==> config.mk <==
export PLATFORM = sky130hd
export DESIGN_NAME = poly_addsub_seq
export DESIGN_NICKNAME = d
export VERILOG_FILES = /design/src/rtl/poly_addsub_seq.sv
export SDC_FILE = /design/constraint.sdc
export NUM_CORES = 1
export LEC_CHECK = 0
export CAP_MARGIN = 20
export CORE_ASPECT_RATIO = 1.1
export CORE_MARGIN = 10
export CORE_UTILIZATION = 45
export DETAILED_ROUTE_END_ITERATION = 12
export GPL_ROUTABILITY_DRIVEN = 0
export MAX_ROUTING_LAYER = met4
export PLACE_DENSITY = 0.68
export SLEW_MARGIN = 10
export SYNTH_ARGS = -nofsm -noshare
export SYNTH_HDL_FRONTEND = slang
export SYNTH_SLANG_ARGS = --single-unit
export TNS_END_PERCENT = 1
==> constraint.sdc <==
create_clock -name clk -period 7 [get_ports clk]
set_input_delay 1.4 -clock clk [delete_from_list [all_inputs] [get_ports clk]]
set_output_delay 1.4 -clock clk [all_outputs]
set_load 0.02 [all_outputs]
==> src/rtl/poly_addsub_seq.sv <==
// Streams paired coefficients from A/B memories (shared read address) and writes
// a-b or a+b, optionally reduced mod Q, to a result memory at one coefficient per cycle.
`timescale 1ns/1ps
module poly_addsub_seq #(
  parameter int N         = 256,
  parameter int Q         = 8380417,
  parameter int COEF_W    = 32,
  parameter int MAX_POLYS = 8,
  parameter int ADDR_W    = 11
) (
  input  logic              clk,
  input  logic              rst_n,
  input  logic              start,
  input  logic              op,
  input  logic              reduce,
  input  logic [3:0]        num_polys,
  input  logic              abort,
  output logic              busy,
  output logic              done,
  output logic              rd_en,
  output logic [ADDR_W-1:0] rd_addr,
  input  logic [COEF_W-1:0] a_rdata,
  input  logic [COEF_W-1:0] b_rdata,
  output logic              wr_en,
  output logic [ADDR_W-1:0] wr_addr,
  output logic [COEF_W-1:0] wr_data
);

  // Handshake: the memories return data exactly one cycle after rd_en with no
  // backpressure; wr_en is a fire-and-forget strobe, so there is no ready path.
  typedef enum logic [1:0] {IDLE, RUN, DRAIN, DONE} state_t;

  state_t              state, state_next;
  logic                op_q, reduce_q, drain_cnt;
  logic [3:0]          polys_q, polys_clamped;
  logic [ADDR_W-1:0]   idx, last_idx;
  logic                start_ok;
  logic                s1_valid;
  logic [ADDR_W-1:0]   s1_addr;
  logic [COEF_W-1:0]   diff, sum, result;

  localparam logic [COEF_W-1:0] QV = COEF_W'(Q);

  assign start_ok      = (state == IDLE) && start && !abort;
  assign polys_clamped = (num_polys > 4'(MAX_POLYS)) ? 4'(MAX_POLYS) : num_polys;
  assign last_idx      = ADDR_W'(32'(polys_q) * 32'(N) - 32'd1);

  assign rd_en   = (state == RUN);
  assign rd_addr = idx;
  assign busy    = (state == RUN) || (state == DRAIN);
  assign done    = (state == DONE);

  always_comb begin
    state_next = state;
    case (state)
      IDLE:    if (start_ok) state_next = (num_polys == 4'd0) ? DONE : RUN;
      RUN:     if (idx == last_idx) state_next = DRAIN;
      DRAIN:   if (drain_cnt) state_next = DONE;
      DONE:    state_next = IDLE;
      default: state_next = IDLE;
    endcase
    if (abort && state != IDLE) state_next = IDLE;
  end

  always_ff @(posedge clk) begin
    if (!rst_n) begin
      state     <= IDLE;
      idx       <= '0;
      drain_cnt <= 1'b0;
      op_q      <= 1'b0;
      reduce_q  <= 1'b0;
      polys_q   <= 4'd0;
    end else begin
      state <= state_next;
      if (start_ok) begin
        op_q     <= op;
        reduce_q <= reduce;
        polys_q  <= polys_clamped;
      end
      // idx parks at 0 outside RUN so rd_addr idles at zero
      if (state == RUN && state_next == RUN) idx <= idx + ADDR_W'(1);
      else                                   idx <= '0;
      drain_cnt <= (state == DRAIN) ? ~drain_cnt : 1'b0;
    end
  end

  always_comb begin
    diff   = a_rdata - b_rdata;
    sum    = a_rdata + b_rdata;
    result = '0;
    if (!op_q) result = (reduce_q && diff[COEF_W-1]) ? diff + QV : diff;
    else       result = (reduce_q && ($signed(sum) >= $signed(QV))) ? sum - QV : sum;
  end

  // Stage 1 tracks the address alongside the arriving read data; stage 2
  // registers the arithmetic result straight off the memory outputs.
  always_ff @(posedge clk) begin
    if (!rst_n) begin
      s1_valid <= 1'b0;
      s1_addr  <= '0;
      wr_en    <= 1'b0;
      wr_addr  <= '0;
      wr_data  <= '0;
    end else begin
      s1_valid <= rd_en && !abort;
      s1_addr  <= idx;
      wr_en    <= s1_valid && !abort;
      if (s1_valid) begin
        wr_addr <= s1_addr;
        wr_data <= result;
      end
    end
  end

endmodule

==> results.py <==
metrics = {
    "setup_path": {
        "reg2reg_from": "s1_valid$_SDFF_PN0_",
        "cpPeakStageDelay_ps": 540,
        "crit_buf_inv": 3,
        "path_common_cell": "o311ai_1",
        "path_class": "primary input to register",
        "required_ps": 7240,
        "critPathCaptureType": "register",
        "cpLargestDelayFamily": "compound AO/OA/AOI/OAI gates",
        "worstPathMaxFanout": 14,
        "path_cells": "clkdlybuf4s50_1, inv_1, ha_1, nor4_2, o21ai_1, a311oi_1, o311ai_1, o311ai_1, xnor2_2, nand4_2, or4_4, o21ai_2, buf_4, or3_1, xnor2_1, o211a_1",
        "reg2regPathDepth": 5,
        "regToRegSetupSlack_ps": 4370,
        "slowest_stage": "nor4_2",
        "cp.arrival_ps": 6370,
        "r2r-end": "wr_data[11]$_SDFFE_PN0P_",
        "startpoint_type": "primary input",
    },
    "sta": {
        "slew_headroom_pct": 39.3,
        "finalCritPeriodShare_pct": 87.5,
        "hold_violations": 0,
        "rsz0062_at_grt": "false",
        "fmax_ghz": 0.163,
        "slew_viol_final": 0,
        "worst_clock_skew_ps": 9.88,
        "setup_viol": 0,
        "fin_setup_tns_ps": 0,
        "min_period_ps": 6130,
        "worst_slew_pin_slew_ps": 906,
    },
    "logic_synthesis": {
        "yosysWarnings": 0,
        "synth_edf_count": 0,
        "synthArstFlopShare_pct": 0,
        "synth-simple-area-share_pct": 28.1,
        "synth_flop_cell": "dfxtp_1",
        "synth_compound_area_share_pct": 24.2,
        "synth-adder-area-share_pct": 10.7,
        "syn-instance-count": 1166,
        "avgSynthCellArea_um2": 7.46,
        "yosys_register_bits": 75,
        "synth_xor_area_share_pct": 11.8,
        "synth_top_family_by_area": "simple AND/OR/NAND/NOR gates",
        "synth.area.mux_share_pct": 1.73,
        "seq_area_frac_synth_pct": 17.3,
        "netlist_area_um2": 8700,
        "ys_types": 92,
        "syn_nets": 1313,
    },
    "clock_tree": {
        "ctsLongestPathBuffers": 2,
        "clock-sinks": 75,
        "clkSlewWorstSetupHoldPaths_ps": 60,
        "hold_buffers": 0,
        "clk_latency_ps": 340,
        "cts_tree": "built",
        "cts_buffers": 9,
        "post_cts_buffers": 0,
        "ctsHtreeMaxLevel": 3,
        "post_cts_resized": 0,
        "cts-root-buf": "clkbuf_16",
    },
    "pwr": {
        "leakage_uw": 0.00397,
        "peakVddDrop_mv": 0.129,
        "power_density_nw_per_um2": 156,
        "total_power_uw": 1620,
    },
    "route": {
        "post-route-drc-count": 0,
        "drt-initial-drc-count": 683,
        "antenna_left": 0,
        "drt_wl_total_um": 27900,
        "avgRoutedWirePerCell_um": 18.4,
        "avgViaCountPerCell": 6.01,
        "firstDrtPassIters": 6,
        "dr_total_vias": 9103,
    },
    "grt": {
        "track_usage_pct": 21.1,
        "grt_pass1_vias": 8554,
        "antenna_found_initial": 0,
        "overflow": 0,
        "grt_max_degree": 46,
        "grt_pass1_wl_um": 44600,
    },
    "cells_and_area": {
        "final_area_um2": 10400,
        "fin_util_pct": 54.6,
        "nets": 1409,
        "final_common_cell": "clkdlybuf4s50_1",
        "drive_above_1_share_pct": 5.92,
        "antenna_cells": 0,
        "final_cell_mix": "clkdlybuf4s50_1 (131), nor2_1 (112), a21oi_1 (83), nand2_1 (82), dfxtp_1 (74)",
        "synthToLayoutAreaGrowth_pct": 19.9,
    },
    "die": {
        "die_h_um": 166,
        "die-area_um2": 25300,
        "die_w_um": 153,
        "core-area_um2": 19100,
        "num_io_pins": 132,
        "num_rows": 53,
        "initial_utilization_pct": 45.6,
    },
    "worst_hold_path": {
        "hold_path_depth": 1,
        "hold_end": "drain_cnt$_SDFF_PN0_",
        "hp-start": "drain_cnt$_SDFF_PN0_",
        "min_path_type": "register to register",
    },
    "place": {
        "portBuffers": 131,
        "dp_hpwl_um": 22100,
        "placed_area_um2": 10200,
    },
    "flow_run": {
        "drv_cap": 0,
    },
    "run_status": {
        "outcome": "complete, no violations",
    },
}
routing by layer:
layer	routed length, um	GRT usage (%)	vias up
li1	-	-	4424
met1	12800	27.4	4291
met2	13000	33.9	331
met3	1500	2.62	57
met4	677	5.81	0
met5	0	-	-
per-stage QoR:
stage          instances  setup WS [ps]  hold slack (ps)
3_3_place_gp        1498            783              405
5_1_grt             1514            639              450
2_1_floorplan       1166           2090              390
4_1_cts             1514           1000              411
6_report            1514            872              410
3_5_place_dp        1498            667              403
cell families after synthesis:
logic type | after synthesis
AOI/OAI and AO/OA | 303
muxes | 15
DFF | 75
xor gates and xnor gates | 115
adders and majority gates | 73
and+or+nand+nor | 454
buffers and inverters | 131
worst max path at each step:
stage / start / endpoint / slack [ps] / cells after the start
finish: b_rdata[11] / wr_data[4]$_SDFFE_PN0P_ / 870 / 16
global route: b_rdata[11] / wr_data[4]$_SDFFE_PN0P_ / 640 / 16
CTS: b_rdata[11] / wr_data[4]$_SDFFE_PN0P_ / 1000 / 16
detailed placement: b_rdata[11] / wr_data[4]$_SDFFE_PN0P_ / 670 / 16
global placement: b_rdata[11] / wr_data[4]$_SDFFE_PN0P_ / 780 / 16
floorplan: b_rdata[11] / wr_data[10]$_SDFFE_PN0P_ / 2090 / 15
cell type report:
| type | instances | area [um^2] |
|---|---|---|
| fill | 1919 | 8660 |
| multi-input combinational | 960 | 6660 |
| sequential | 75 | 1500 |
| timing repair buffer | 144 | 1410 |
| tap | 247 | 309 |
| inverter | 72 | 270 |
| clock buffer | 9 | 225 |
| clock inverter | 7 | 57.6 |
synth_stat cells (all sizes together), types with 29 or more instances:
| cell | instances | area (um^2) |
|---|---|---|
| a21oi | 84 | 424 |
| and2 | 29 | 181 |
| clkbuf | 36 | 135 |
| dfxtp | 75 | 1500 |
| ha | 71 | 888 |
| inv | 71 | 267 |
| nand2 | 82 | 308 |
| nand3 | 40 | 200 |
| nor2 | 113 | 427 |
| nor3 | 41 | 210 |
| o21ai | 46 | 238 |
| xnor2 | 66 | 593 |
| xor2 | 49 | 437 |
registers in the layout (all words and copies together) (netlist names):
name       cells
wr_data       32
s1_addr       11
s1_valid       1
polys_q        3
wr_addr       11
drain_cnt      1
op_q           1
wr_en          1
reduce_q       1
state          2
rd_addr       11
worst register-to-register path: cells and delay by family, from the launching register on:
kind	cells	cell delay, ps
AOI/OAI and AO/OA	1	90
and+or+nand+nor	3	1710
DFF	1	310
buffers and inverters	1	450
power by group:
part / internal (uW) / switching [uW]
registers: 435 / 7.27
logic: 280 / 455
clock network: 246 / 200
total: 961 / 662
(Power assumes the default switching activity.)
